===== src/rtl/digit_strip_ctrl.sv =====
// rtl/digit_strip_ctrl.sv - glyph ROM sequencer and pixel serialiser for a strip of digits
// Optional build macro: SCALE2_EN (double-size glyphs: 2x rows, 2x columns)
module digit_strip_ctrl #(
    parameter int NUM_DIGITS = 4,
    parameter int X0         = 0,
    parameter int Y0         = 0,
    parameter int GAP        = 1
) (
    input  logic                    i_clk,
    input  logic                    i_reset,
    input  logic                    i_line_start,
    input  logic [9:0]              i_vcount,
    input  logic [9:0]              i_hcount,
    input  logic                    i_video_on,
    input  logic                    i_load,
    input  logic [4*NUM_DIGITS-1:0] i_digits_in,
    output logic [3:0]              o_rom_digit,
    output logic [2:0]              o_rom_row,
    input  logic [4:0]              i_rom_code,
    output logic                    o_busy,
    output logic                    o_pixel_on
);

`ifdef SCALE2_EN
    localparam int SCALE = 2;
`else
    localparam int SCALE = 1;
`endif
    localparam int              BAND_H     = 6 * SCALE;
    localparam int              PITCH_COLS = 5 + GAP;
    localparam int              CW         = $clog2(PITCH_COLS + 1);
    localparam logic [9:0]      Y0_V       = 10'(Y0);
    localparam logic [9:0]      X0_V       = 10'(X0);
    localparam logic [CW-1:0]   LAST_COL   = CW'(PITCH_COLS - 1);
    localparam logic [2:0]      LAST_IDX   = 3'(NUM_DIGITS - 1);
    localparam logic [3:0]      NUM_V      = 4'(NUM_DIGITS);

    typedef enum logic [1:0] {S_IDLE, S_FETCH, S_CLEAR} state_t;

    state_t      r_state;
    state_t      w_next;

    // Storage is sized for the maximum strip so 3-bit indices are always in range
    logic [3:0]  r_digits  [8];
    logic [3:0]  r_shadow  [8];
    logic [4:0]  r_linebuf [8];
    logic        r_pending;
    logic [2:0]  r_fidx;
    logic [2:0]  r_row;

    logic [31:0] w_din_pad;
    logic [9:0]  w_vdiff;
    logic        w_in_band;
    logic [2:0]  w_row_calc;
    logic        w_fetch_start;
    logic        w_fetch_exit;
    logic [3:0]  w_cur_digit;

    assign w_din_pad     = 32'(i_digits_in);
    assign w_vdiff       = i_vcount - Y0_V;
    assign w_in_band     = (i_vcount >= Y0_V) && (w_vdiff < 10'(BAND_H));
`ifdef SCALE2_EN
    assign w_row_calc    = w_vdiff[3:1];
`else
    assign w_row_calc    = w_vdiff[2:0];
`endif
    assign w_fetch_start = i_line_start && w_in_band;
    assign w_fetch_exit  = (r_state == S_FETCH) && (w_next != S_FETCH);
    assign w_cur_digit   = r_digits[r_fidx];

    assign o_busy      = (r_state == S_FETCH);
    assign o_rom_digit = o_busy ? w_cur_digit : 4'd0;
    assign o_rom_row   = o_busy ? r_row : 3'd0;

    // State register
    always_ff @(posedge i_clk or posedge i_reset) begin
        if (i_reset) r_state <= S_IDLE;
        else         r_state <= w_next;
    end

    // Next state: line_start always wins so a new line restarts the fetch
    always_comb begin
        w_next = r_state;
        if (i_line_start) begin
            w_next = w_in_band ? S_FETCH : S_CLEAR;
        end else begin
            case (r_state)
                S_FETCH: if (r_fidx == LAST_IDX) w_next = S_IDLE;
                S_CLEAR: w_next = S_IDLE;
                default: w_next = r_state;
            endcase
        end
    end

    // Fetch datapath: one glyph row per cycle into the line buffer, blank codes above 9
    always_ff @(posedge i_clk or posedge i_reset) begin
        if (i_reset) begin
            r_fidx <= 3'd0;
            r_row  <= 3'd0;
            for (int k = 0; k < 8; k++) r_linebuf[k] <= 5'd0;
        end else begin
            if (r_state == S_FETCH)
                r_linebuf[r_fidx] <= (w_cur_digit > 4'd9) ? 5'd0 : i_rom_code;
            if (r_state == S_CLEAR)
                for (int k = 0; k < 8; k++) r_linebuf[k] <= 5'd0;
            if (w_fetch_start) begin
                r_fidx <= 3'd0;
                r_row  <= w_row_calc;
            end else if (r_state == S_FETCH) begin
                r_fidx <= r_fidx + 3'd1;
            end
        end
    end

    // Digit capture: loads during a fetch are shadowed and applied when the fetch ends
    always_ff @(posedge i_clk or posedge i_reset) begin
        if (i_reset) begin
            r_pending <= 1'b0;
            for (int k = 0; k < 8; k++) begin
                r_digits[k] <= 4'd0;
                r_shadow[k] <= 4'd0;
            end
        end else if (r_state != S_FETCH) begin
            if (i_load)
                for (int k = 0; k < 8; k++) r_digits[k] <= w_din_pad[4*k +: 4];
        end else if (w_fetch_exit) begin
            r_pending <= 1'b0;
            for (int k = 0; k < 8; k++)
                r_digits[k] <= i_load    ? w_din_pad[4*k +: 4] :
                               r_pending ? r_shadow[k] : r_digits[k];
        end else if (i_load) begin
            r_pending <= 1'b1;
            for (int k = 0; k < 8; k++) r_shadow[k] <= w_din_pad[4*k +: 4];
        end
    end

    // Serialiser: the first strip column restarts at hcount==X0, otherwise uses the running position
    logic          r_active;
    logic [CW-1:0] r_col;
    logic [3:0]    r_sidx;
    logic          w_start;
    logic          w_act;
    logic [CW-1:0] w_col;
    logic [3:0]    w_sidx;
    logic          w_adv;
    logic          w_wrap;
    logic [2:0]    w_bitsel;
    logic [4:0]    w_glyph;
    logic          w_pix;
`ifdef SCALE2_EN
    logic          r_sub;
    logic          w_sub;
`endif

    assign w_start  = i_video_on && (i_hcount == X0_V);
    assign w_act    = w_start || r_active;
    assign w_col    = w_start ? '0 : r_col;
    assign w_sidx   = w_start ? 4'd0 : r_sidx;
`ifdef SCALE2_EN
    assign w_sub    = w_start ? 1'b0 : r_sub;
    assign w_adv    = w_sub;
`else
    assign w_adv    = 1'b1;
`endif
    assign w_wrap   = w_adv && (w_col == LAST_COL);
    assign w_bitsel = 3'd4 - w_col[2:0];
    assign w_glyph  = r_linebuf[w_sidx[2:0]];
    assign w_pix    = w_act && i_video_on && (w_col < CW'(5)) && w_glyph[w_bitsel];

    // Serialiser state and registered pixel output
    always_ff @(posedge i_clk or posedge i_reset) begin
        if (i_reset) begin
            o_pixel_on <= 1'b0;
            r_active   <= 1'b0;
            r_col      <= '0;
            r_sidx     <= 4'd0;
`ifdef SCALE2_EN
            r_sub      <= 1'b0;
`endif
        end else begin
            o_pixel_on <= w_pix;
            if (!i_video_on || !w_act) begin
                r_active <= 1'b0;
            end else begin
`ifdef SCALE2_EN
                r_sub <= ~w_sub;
`endif
                if (w_wrap) begin
                    r_col    <= '0;
                    r_sidx   <= w_sidx + 4'd1;
                    r_active <= (w_sidx + 4'd1) != NUM_V;
                end else begin
                    r_col    <= w_adv ? w_col + CW'(1) : w_col;
                    r_sidx   <= w_sidx;
                    r_active <= 1'b1;
                end
            end
        end
    end

endmodule

===== config.mk =====
export PLATFORM = sky130hd
export DESIGN_NAME = digit_strip_ctrl
export DESIGN_NICKNAME = d
export VERILOG_FILES = /design/src/rtl/digit_strip_ctrl.sv
export SDC_FILE = /design/constraint.sdc
export NUM_CORES = 1
export LEC_CHECK = 0
export CAP_MARGIN = 10
export CORE_MARGIN = 3
export CORE_UTILIZATION = 55
export CTS_CLUSTER_SIZE = 40
export DETAILED_ROUTE_END_ITERATION = 8
export PLACE_DENSITY = 0.84
export SLEW_MARGIN = 10
export SYNTH_ARGS = -nofsm -noshare
export SYNTH_HDL_FRONTEND = slang
export SYNTH_SLANG_ARGS = --single-unit

===== constraint.sdc =====
create_clock -name i_clk -period 4.85 [get_ports i_clk]
set_input_delay 0.97 -clock i_clk [delete_from_list [all_inputs] [get_ports i_clk]]
set_output_delay 0.97 -clock i_clk [all_outputs]
set_load 0.005 [all_outputs]

=== After elaboration in Yosys (flattened, before gate mapping) ===
Cells that the tools add are included.

* $add $sub $neg: 4
* Multiply operators: 0
* Div/mod/pow operators: 0
* $lt $le $gt $ge: 8
* Equal/unequal tests: 9
* Shift-type cells: 0
* Muxes and demuxes: 43
* Bitwise operators: 4
* Reductions and logical operators: 20

{| class="wikitable"
|+ Operators with widths
! cell !! count
|-
| 32-bit 2-to-1 mux || 3
|-
| 40-bit 2-to-1 mux || 2
|-
| 4-bit 2-to-1 mux || 15
|-
| 40-bit bitwise mux || 1
|-
| 5-bit 2-to-1 mux || 4
|-
| 5-bit binary-select mux with 3-bit select || 1
|-
| 5-bit demux with 3-bit select || 1
|-
| 3-bit 2-to-1 mux || 5
|-
| 4-bit binary-select mux with 3-bit select || 1
|-
| 10-bit by 1-bit greater-or-equal comparator with 1-bit output, second input constant || 1
|-
| 10-bit zero test || 1
|-
| 10-bit by 3-bit less-than comparator with 1-bit output, second input constant || 1
|-
| 4-bit greater-or-equal comparator, second input constant || 2
|-
| 1-bit logical AND || 8
|-
| 3-bit NOT with 4-bit output || 2
|-
| 2-bit nonzero test || 4
|-
| 3-bit by 1-bit adder with 3-bit output, second input constant || 2
|-
| 2-bit 2-to-1 mux || 3
|-
| 3-bit AND reduction || 2
|-
| 1-bit 2-to-1 mux || 5
|-
| 4-bit by 1-bit adder with 4-bit output, second input constant || 1
|-
| 4-bit > comparator, second input constant || 1
|-
| 3-bit by 4-bit less-than comparator with 1-bit output, second input constant || 1
|-
| 4-bit by 1-bit less-than comparator with 1-bit output, second input constant || 1
|-
| 16 further kinds || 20
|}

* Flip-flop bits (word level): 106
* Bits in latches: 0
* Bits in writable memories: 0
* ROM bits: 0
* Input bits: 46
* Memories: 0

=== Longest topological paths before layout ===
Gate-level depths: netlist (run 1).

* Depth after elaboration: 10
* Gate-level depth with buffers: 11
* Gate-level depth less buffers: 10

=== Least setup slack after synthesis (run 1) ===
Ideal clock, no wire load.

* Kind: input to register
* Start: input port i_hcount[2]
* End: register r_sidx[2]
* Setup time: 0.122 ns
* Arrival time: 2.668 ns
* Slack: 2.061 ns
* Stages: 10
* Path buffers: 2
* Cells stage by stage: nor4b_1 > nand3_1 > clkbuf_1 > nand2_1 > ha_1 > and2_1 > clkbuf_1 > and3_1 > o21ai_0 > a32o_1

* Word-level cells in the longest chain between the ends: 5
* Elaborated cells on any way between the ends: 10

{| class="wikitable"
|+ RTL lines
! element !! line !! source
|-
| start: declaration || 13 || <nowiki>input logic [9:0] i_hcount,</nowiki>
|-
| 10-bit zero test * || 155 || <nowiki>assign w_start = i_video_on && (i_hcount == X0_V);</nowiki>
|-
| 1-bit logical AND * || 155 ||
|-
| 4-bit 2-to-1 mux (tied with other cells) || 158 || <nowiki>assign w_sidx = w_start ? 4'd0 : r_sidx;</nowiki>
|-
| 4-bit by 1-bit adder with 4-bit output (tied with other cells) || 190 || <nowiki>r_sidx <= w_sidx + 4'd1;</nowiki>
|-
| 4-bit 2-to-1 mux / 1-bit logical OR (equally long branches) || 188, 182 ||
|-
| end signal: assignment || 190 ||
|-
| end signal: assignment || 194 || <nowiki>r_sidx <= w_sidx;</nowiki>
|-
| end: declaration || 140 || <nowiki>logic [3:0] r_sidx;</nowiki>
|}

Mark *: on every way between the ends. The rest lies on a longest branch, timed or not.
A chain may end at the register's enable or synchronous reset.

=== Final worst setup path (run 1) ===
* Start: register r_state[1]
* End: output port o_rom_digit[2]

* Word-level cells in the longest chain between the ends: 2

{| class="wikitable"
|+ RTL lines
! element !! line !! source
|-
| start: declaration || 40 || <nowiki>state_t r_state;</nowiki>
|-
| start signal: assignment || 78 || <nowiki>else r_state <= w_next;</nowiki>
|-
| 2-bit by 1-bit == test with 1-bit output || 71 || <nowiki>assign o_busy = (r_state == S_FETCH);</nowiki>
|-
| 4-bit 2-to-1 mux || 72 || <nowiki>assign o_rom_digit = o_busy ? w_cur_digit : 4'd0;</nowiki>
|-
| end: declaration || 17 || <nowiki>output logic [3:0] o_rom_digit,</nowiki>
|}

Every way passes these cells.

==> summary.txt, run 1 <==
Status: completed
Routed len/inst: 17.8 um
Gr usage total: 22.2%
Leading cell type by number of instances after synthesis: dfrtp_1
Mapped Nets: 443
Yosys reg bits: 90
Die width: 96.2 um
Core Footprint: 0.00781 sq mm
Clock skew: 0.0122 ns
# rows: 32
DRC viols: 0
CP Class: flop to primary output
Maximum clock path buffer count: 2
Pre-CTS setup slack: 1.21 ns
Detail Placement HPWL: 6820 um
H-tree level count: 3
Max-slew violation count: 0
Filler cell count: 585
Post-synthesis async set-or-reset flop share: 100%
DRT iter0 DRCs: 187
Largest net degree at the start of global routing: 67
# port buffers: 54
Syn Std Cell Area: 0.00447 sq mm
First-pass GRT wire length: 15,600 um
Post-layout worst setup margin: 1.53 ns
Clk_lat worst skew: 0.36 ns
Drt first pass iters: 4
Synth-to-Final Area Change: 18.6%
Cells after synthesis: 389
Yosys warning total: 0
MaxCap Viol Count: 0
Max Clock Freq: 0.301 GHz
Die footprint: 0.00925 sq mm
Initial antenna violation count: 0
Hold buffer count at cts: 0
Clock Pin Slew Worst Setup and Hold Paths: 0.09 ns
VDD IR max: 255 uV
Final Hold Vio Count: 0
Post-CTS sizing: 0
Ant. Diodes: 0
Post-place instance area: 0.00503 sq mm
IO Count: 55
Post-layout net count: 483
Critical-path maximum fanout: 16
RSZ-0062 raised after global routing: no
Crit path launch type: flop
Unique masters post-synth: 47
CP arrival: 2.35 ns
Total grt overflow: 0
Synth top area share: 50.3%
Clock sink count: 90
Largest area contributor in the netlist: dfrtp_1
Root buffer cell: clkbuf_8
Hold Path Class: flop to flop
Worst Max-Slew Pin Slew: 0.994 ns
Final Cell Area: 0.00531 sq mm
Max_slew headroom: 33.7%
Setup TNS: 0 ns
Critical Path Sink Type: primary output
Post-Syn Area per Cell: 11.5 sq um
Leak Pwr: 0.00246 uW
CTS tree: built
Seq/Total Area, Yosys: 50.3%
Commonest cells post-synth: dfrtp_1 (90), a22o_1 (41), nor2_1 (36)
Die H: 96.2 um
Power per Cell Area: 325 mW/mm^2
# setup viols final: 0
Initial Util: 57.3%
Post-route ant nets: 0
CP Data Required Time: 3.88 ns
# Post-CTS Setup Buffers: 0
Synth Flop Type: dfrtp_1
Layout cells sized above 1: 11.3%
DR vias/cell: 5.94
Tot Pwr: 1720 uW
GPL Wtd Cong: 0.841
EDFF count, synth: 0
Minimum clock period: 3.32 ns
Synth top area cells: dfrtp_1 (50%), a22o_1 (8.0%), mux4_2 (5.5%)
Final period util: 68.5%
Vias in the first global route: 3,273
CTS buffer count: 9
Vias after detailed routing: 3,186
Final wirelength: 9520 um
## path summary, 6_finish.rpt
path | from | endpoint | slack [ns] | cells after the start
max in group asynchronous | i_reset | r_linebuf[28] | 2.90 | 3
min in group asynchronous | i_reset | r_active | 1.12 | 2
min reg2reg | r_shadow[26] | r_shadow[26] | 0.49 | 1
max reg2reg | r_fidx[0] | r_shadow[27] | 1.93 | 7
max | r_state[1] | o_rom_digit[2] | 1.53 | 5
min | r_shadow[26] | r_shadow[26] | 0.49 | 1
## cell type report
type                            count  area [sq um]  share of cell area [%]
Inverter                            9          36.3                   0.684
Timing Repair Buffer               55           548                    10.3
Tap cell                          102           128                    2.41
Sequential cell                    90          2250                    42.4
Clock inverter                      7           148                    2.78
Multi-Input combinational cell    264          2070                    39.0
Clock buffer                        9           124                    2.33
## per-stage QoR
stage | cells | util (%) | hold WS (ns)
5_1_grt | 536 | 68.0 | 0.510
4_1_cts | 536 | 67.9 | 0.496
3_5_place_dp | 520 | 64.4 | 0.474
2_1_floorplan | 389 | - | 0.455
3_3_place_gp | 520 | 64.4 | 0.466
6_report | 536 | 68.0 | 0.492
## cells by family after synthesis
family | synth area share, %
AO/OA/AOI/OAI | 16.4
XOR/XNOR | 0.783
adder cells (fa/ha/maj) | 2.24
buffers and inverters | 3.61
flip-flops | 50.3
multiplexers | 15.5
AND/OR/NAND/NOR | 11.1
## report_power, final
group	switching [uW]	internal, uW
clock	273	400
sequential	45.0	794
combinational	101	111
## routing by layer
metal  GRT usage [%]  vias up  share of wire (%)
met5               0        -                  0
li1                -     1496                  -
met4            6.87        0                1.3
met3            5.86       13                5.7
met2            38.1      101                 51
met1            27.4     1576                 42
## flip-flops by register name, summed over array words and instances, names as in the netlist, 2 cells and up
register / count
r_col: 3
r_state: 2
r_sidx: 4
r_shadow: 16
r_digits: 16
r_fidx: 3
r_linebuf: 40
r_row: 3
## cells in the final DEF (no fill, tap or decap), drive strengths merged, types with 2 or more instances in the layout
master,count
o21bai,5
xnor2,3
o21a,2
a211oi,2
inv,11
bufinv,4
nor2b,3
dfrtp,90
nand2,19
clkbuf,9
and2,10
nor3b,2
or2,4
mux2,21
mux2i,21
nor3,4
nand2b,3
and3,4
nand3,7
nor2,36
nor4,2
o31ai,3
mux4,11
a22o,41
ha,8
a21oi,26
o21ai,12
nor4b,2
clkdlybuf4s50,54
a31oi,4
## critical path, cell delays in order (launching register included)
cell,delay (ns)
dfrtp_1,0.40
inv_1,0.06
ha_1,0.51
nor2b_1,0.32
and2_1,0.18
clkdlybuf4s50_1,0.52
Power figures use the tool's default switching activity.
==> inputs of run 2 (changes only) <==
- clock period: 4.85 -> 3.2 ns (I/O delays scaled with it)
==> summary.txt, run 2 (synthesis gave the netlist of run 1 again) <==
Root buffer cell: clkbuf_8
Max-slew violation count: 0 (unchanged)
Worst Max-Slew Pin Slew: 0.880 ns (-0.114 ns)
IO Count: 55 (unchanged)
Vias in the first global route: 3,235 (-1.2%)
Die width: 96.2 um (unchanged)
Post-route ant nets: 0 (unchanged)
Gr usage total: 22.4% (+0.15 points)
CP arrival: 2.32 ns (-0.03 ns)
H-tree level count: 3 (unchanged)
Commonest non-fill, non-tap cell in the layout: dfrtp_1
Leak Pwr: 0.00247 uW (+0.36%)
Critical Path Sink Type: primary output
Switch share: 26.1% (+1.8 points)
DRC viols: 0 (unchanged)
CP Class: flop to primary output
Finished Core Util: 67.9% (-0.080 points)
Hold buffer count at cts: 0 (unchanged)
Status: completed
GPL Wtd Cong: 0.843 (+0.27%)
Final wirelength: 9510 um (-0.17%)
Synth-to-Final Area Change: 18.5%
DRT iter0 DRCs: 151 (-19%)
# rows: 32 (unchanged)
Hold Path Class: flop to flop
Clk pwr share: 35.3% (-3.7 points)
MaxCap Viol Count: 0 (unchanged)
# port buffers: 54 (unchanged)
Total grt overflow: 0 (unchanged)
Commonest non-fill, non-tap cells in the layout: dfrtp_1 (90), clkdlybuf4s50_1 (54), a22o_1 (41)
Initial Util: 57.3% (unchanged)
Drt first pass iters: 4 (unchanged)
Clock Pin Slew Worst Setup and Hold Paths: 0.09 ns (about the same)
RSZ-0062 raised after global routing: no
Clock skew: 0.0133 ns (+0.00108 ns)
# setup viols final: 0 (unchanged)
Minimum clock period: 2.96 ns
Core Footprint: 0.00781 sq mm (unchanged)
Setup TNS: 0 ns (unchanged)
Number of flip-flops in the largest register: 40 (unchanged)
Largest net degree at the start of global routing: 51 (-24%)
Max_slew headroom: 41.3% (+7.6 points)
Clock sink count: 90 (unchanged)
Switching Power: 643 uW (+53%)
Max Clock Freq: 0.338 GHz
CTS tree: built
CTS buffer count: 9 (unchanged)
Crit path launch type: flop
Detail Placement HPWL: 6750 um (-0.91%)
DR vias/cell: 6.05 (+1.7%)
# Post-CTS Setup Buffers: 0 (unchanged)
Ant. Diodes: 0 (unchanged)
Routed len/inst: 17.6 um (-1.1%)
Largest register by flop count: r_linebuf
Initial antenna violation count: 0 (unchanged)
P_int: 1820 uW (+40%)
CP Data Required Time: 2.56 ns (-1.32 ns)
Final Hold Vio Count: 0 (unchanged)
Power per Cell Area: 465 mW/mm^2 (+43%)
Seq pwr share: 51.6% (+2.9 points)
Vias after detailed routing: 3,271 (+2.7%)
Clk_lat worst skew: 0.36 ns (about the same)
Logic pwr share: 13.1% (+0.8 points)
First-pass GRT wire length: 15,800 um (+1.2%)
Post-CTS sizing: 0 (unchanged)
Critical-path maximum fanout: 14 (-2)
Maximum clock path buffer count: 2 (unchanged)
Layout cells sized above 1: 12.3% (+1.0 points)
Largest registers: r_linebuf (40), r_digits (16), r_shadow (16)
Post-layout net count: 488 (+1.0%)
Die footprint: 0.00925 sq mm (unchanged)
Die H: 96.2 um (unchanged)
VDD IR max: 353 uV (+38%)
Final period util: 92.6%
run 2: cell count changes in the layout (fill, tap and decap cells not counted), moves of 2 or more:
cell,before,now
bufinv_16,4,2
buf_4,1,5
clkinv_2,0,2
clkinv_4,0,2
run 2: worst paths after layout:
path | startpoint | cells after the start | slack [ns] | to
max in group asynchronous | i_reset | 3 | 1.75 | r_sidx[0]
hold / removal | r_shadow[18] | 1 | 0.49 | r_shadow[18]
hold reg to reg | r_shadow[18] | 1 | 0.49 | r_shadow[18]
min in group asynchronous | i_reset | 2 | 0.76 | r_row[0]
setup / recovery | r_fidx[0] | 3 | 0.24 | o_rom_digit[2]
setup reg to reg | r_fidx[0] | 8 | 0.64 | r_shadow[31]
run 2: area by class of cell:
class / instances / area (sq um)
fillers: 579 / 2510
flip-flops and latches: 90 / 2250
multi-input cells: 264 / 2060
repair buffers: 60 / 598
well taps: 102 / 128
clock buffers: 9 / 124
clock inverters: 7 / 100
inverters: 9 / 35.0
run 2: worst max-delay path, cell delays in order (launching register included):
cell	delay, ns
dfrtp_1	0.73
mux4_2	0.61
and2_1	0.18
clkdlybuf4s50_1	0.45
run 2: power by group through the flow:
| stage | Clock [uW] | Sequential [uW] | Combinational [uW] |
|---|---|---|---|
| final | 869 | 1270 | 323 |
| after global routing | 927 | 1280 | 359 |
| after CTS | 881 | 1270 | 326 |
| after detailed placement | 0 | 1290 | 324 |
| after global placement | 0 | 1290 | 312 |
| after floorplan | 0 | 1260 | 229 |
run 2: through the flow:
| stage | hold slack (ns) | instances | total power [uW] | setup WS [ns] | cell area, sq um |
|---|---|---|---|---|---|
| after floorplan | 0.455 | 389 | 1490 | 0.225 | 4470 |
| after global placement | 0.466 | 525 | 1600 | 0.267 | 5080 |
| after detailed placement | 0.474 | 525 | 1620 | 0.0193 | 5080 |
| after CTS | 0.497 | 541 | 2480 | 0.218 | 5300 |
| after global routing | 0.518 | 541 | 2570 | 0.0906 | 5300 |
| final | 0.494 | 541 | 2460 | 0.237 | 5300 |
run 2: per-layer routing:
layer	GRT usage, %	up-vias	wire (um)
met5	0	-	0
li1	-	1511	-
met2	37.5	92	4890
met1	29.9	1662	4090
met3	4.69	6	468
met4	5.09	0	62
==> inputs of run 3 (changes only) <==
- ABC_AREA: not set -> 1
==> summary.txt, run 3 <==
Status: completed
Die H: 96.8 um (+0.68%)
Hold Path Class: flop to flop
Largest registers: r_linebuf (40), r_digits (16), r_shadow (16)
Worst Hold Depth: 2 (+1)
# rows: 32 (unchanged)
Maximum clock path buffer count: 2 (unchanged)
Synth-to-Final Area Change: 21.1%
Synth Flop Type: dfrtp_1
Routed len/inst: 14.7 um (-17%)
Worst reg2reg path depth: 8 (unchanged)
Post-layout net count: 677 (+39%)
# setup viols final: 0 (unchanged)
Core Footprint: 0.00785 sq mm (+0.51%)
Unique masters post-synth: 36 (-23%)
Synth top area share: 49.6% (-0.72 points)
Post-synthesis async set-or-reset flop share: 100% (unchanged)
Mapped Nets: 616 (+39%)
Commonest non-fill, non-tap cells in the layout: nand2_1 (105), inv_1 (94), dfrtp_1 (89)
GPL Wtd Cong: 0.947 (+12%)
CP Class: flop to primary output
R2R Path Start: r_state[0]
IO Count: 55 (unchanged)
Post-Syn Area per Cell: 8.07 sq um (-30%)
Number of flip-flops in the largest register: 40 (unchanged)
Filler cell count: 652 (+13%)
Largest net degree at the start of global routing: 51 (unchanged)
Max_slew headroom: 46.7% (+5.3 points)
Worst Max-Slew Pin Slew: 0.798 ns (-0.0820 ns)
MaxCap Viol Count: 0 (unchanged)
Root buffer cell: clkbuf_8
Gr usage total: 23.3% (+0.92 points)
Final wirelength: 10,700 um (+13%)
DRT iter0 DRCs: 238 (+58%)
Syn Std Cell Area: 0.00454 sq mm (+1.5%)
Initial Util: 57.8% (+0.54 points)
H-tree level count: 3 (unchanged)
EDFF count, synth: 0 (unchanged)
# port buffers: 54 (unchanged)
Synth Area in Simple Gates: 21.0% (+9.8 points)
CP arrival: 2.39 ns (+0.07 ns)
Critical-path maximum fanout: 7 (-7)
Layout cells sized above 1: 7.96% (-4.3 points)
Leak Pwr: 0.00260 uW (+5.1%)
Post-route ant nets: 0 (unchanged)
DRC viols: 0 (unchanged)
Worst min-delay path endpoint: r_row[2]
Commonest cells post-synth: nand2_1 (105), inv_1 (95), dfrtp_1 (90)
Total grt overflow: 0 (unchanged)
Max-slew violation count: 0 (unchanged)
Commonest non-fill, non-tap cell in the layout: nand2_1
Storage element area: 0.00225 sq mm (about the same)
Detail Placement HPWL: 7860 um (+16%)
R2r setup slk: 1.01 ns (+0.37 ns)
Minimum clock period: 3.03 ns (+0.0690 ns)
Die width: 96.8 um (+0.68%)
Clk_lat worst skew: 0.36 ns (about the same)
Post-synthesis mux area share: 0% (-16 points)
Clock skew: 0.0141 ns (+0.000840 ns)
Post-Synth XOR/XNOR Area: 0.965% (+0.18 points)
# Post-CTS Setup Buffers: 0 (unchanged)
Min-delay src: r_row[2]
Final Hold Vio Count: 0 (unchanged)
Final period util: 94.7% (+2.2 points)
Yosys reg bits: 90 (unchanged)
VDD IR max: 257 uV (-27%)
Yosys warning total: 0 (unchanged)
Largest family of logic cells by synthesized area: simple AND/OR/NAND/NOR gates
CP Data Required Time: 2.56 ns (about the same)
Clock Pin Slew Worst Setup and Hold Paths: 0.08 ns (about the same)
Power per Cell Area: 474 mW/mm^2 (+1.9%)
Adder-Cell Fraction of Synth Area: 2.21% (-0.032 points)
Seq/Total Area, Yosys: 49.6% (-0.72 points)
Cells after synthesis: 562 (+44%)
CTS tree: built
Initial antenna violation count: 0 (unchanged)
Critical Path Sink Type: primary output
Largest register by flop count: r_linebuf
First-pass GRT wire length: 18,000 um (+14%)
Setup TNS: 0 ns (unchanged)
Multi-input gate area: 0.00185 sq mm (-11%)
CTS buffer count: 9 (unchanged)
Max Clock Freq: 0.330 GHz (-2.3%)
Largest area contributor in the netlist: dfrtp_1
Synth Area in Compound Gates: 16.3% (about the same)
Synth top area cells: dfrtp_1 (50%), nand2_1 (8.7%), inv_1 (7.9%)
Leading cell type by number of instances after synthesis: nand2_1
Worst R2R End: r_shadow[28]
Vias in the first global route: 3,900 (+21%)
Die footprint: 0.00938 sq mm (+1.4%)
Vias after detailed routing: 4,032 (+23%)
Crit path launch type: flop
Clock sink count: 90 (unchanged)
Ant. Diodes: 0 (unchanged)
DR vias/cell: 5.52 (-8.6%)
Drt first pass iters: 5 (+1)
Tot Pwr: 2600 uW (+5.6%)
-- run 3: cell count changes in the layout (fill, tap and decap cells not counted), sizes merged, moves of 9 or more --
| cell | previous run | this run |
|---|---|---|
| a22o | 41 | 0 |
| and2 | 10 | 1 |
| inv | 10 | 97 |
| mux2 | 21 | 0 |
| mux2i | 21 | 0 |
| mux4 | 11 | 0 |
| nand2 | 19 | 113 |
| nand3 | 7 | 45 |
| nor2 | 36 | 45 |
| o21ai | 12 | 53 |
| o22ai | 0 | 40 |
-- run 3: area by class of cell --
class,count,share of cell area (%)
sequential,90,41.0
timing repair buffer,66,11.7
multi-input combinational,357,33.6
inverter,99,6.81
tap,102,2.32
clock inverter,6,2.05
clock buffer,10,2.51
-- run 3: report_power, final --
group	leakage (uW)	internal (uW)	switching, uW	total [uW]
clock	0.000127	543	417	960
combinational	0.00137	158	218	376
sequential	0.00110	1220	49.8	1270
total	0.00260	1920	685	2600
-- run 3: per-layer routing --
layer | global-route usage (%) | vias to the layer above | share of wire (%)
met2 | 38.8 | 136 | 48
met5 | 0 | - | 0
met3 | 4.83 | 28 | 5.0
met4 | 8.96 | 0 | 2.6
met1 | 29.9 | 1909 | 44
li1 | - | 1959 | -
-- run 3: logic make-up after synthesis --
kind of cell    after synthesis
xor+xnor                      5
fa+ha+maj                     8
buf+inv                     115
flops                        90
simple gates                215
compound gates              129
-- run 3: how the worst max path moves through the flow --
stage                start        endpoint  depth (start not counted)
4_1_cts          r_fidx[0]  o_rom_digit[1]                          9
3_3_place_gp   i_hcount[0]       r_sidx[3]                         11
2_1_floorplan      i_reset      o_pixel_on                          1
3_5_place_dp   i_hcount[3]       r_sidx[2]                         13
5_1_grt          r_fidx[0]  o_rom_digit[1]                          9
6_report         r_fidx[0]  o_rom_digit[1]                          9
-- run 3: critical path, cell delays in order, from the launching register on --
cell             delay (ns)
dfrtp_2                0.44
inv_1                  0.11
nor3_2                 0.22
inv_2                  0.10
o22ai_1                0.19
a21oi_1                0.06
o21ai_1                0.17
inv_1                  0.08
nor2_1                 0.14
clkdlybuf4s50_1        0.52
-- run 3: timing repair --
item                       in CTS  in global routing
hold buffers                    0                  0
setup endpoints to repair       0                  2
gates resized for setup         0                  2
-- run 3: through the flow --
stage               hold slack, ns  cell area, sq um  setup WS (ns)  instances  util, %
finish                       0.490              5490          0.168        730     70.0
global route                 0.532              5490       -0.00364        730     70.0
CTS                          0.492              5490          0.130        730     69.9
detailed placement           0.470              5240          0.260        714     66.7
global placement             0.465              5240          0.382        714     66.7
floorplan                    0.449              4540          0.225        562        -
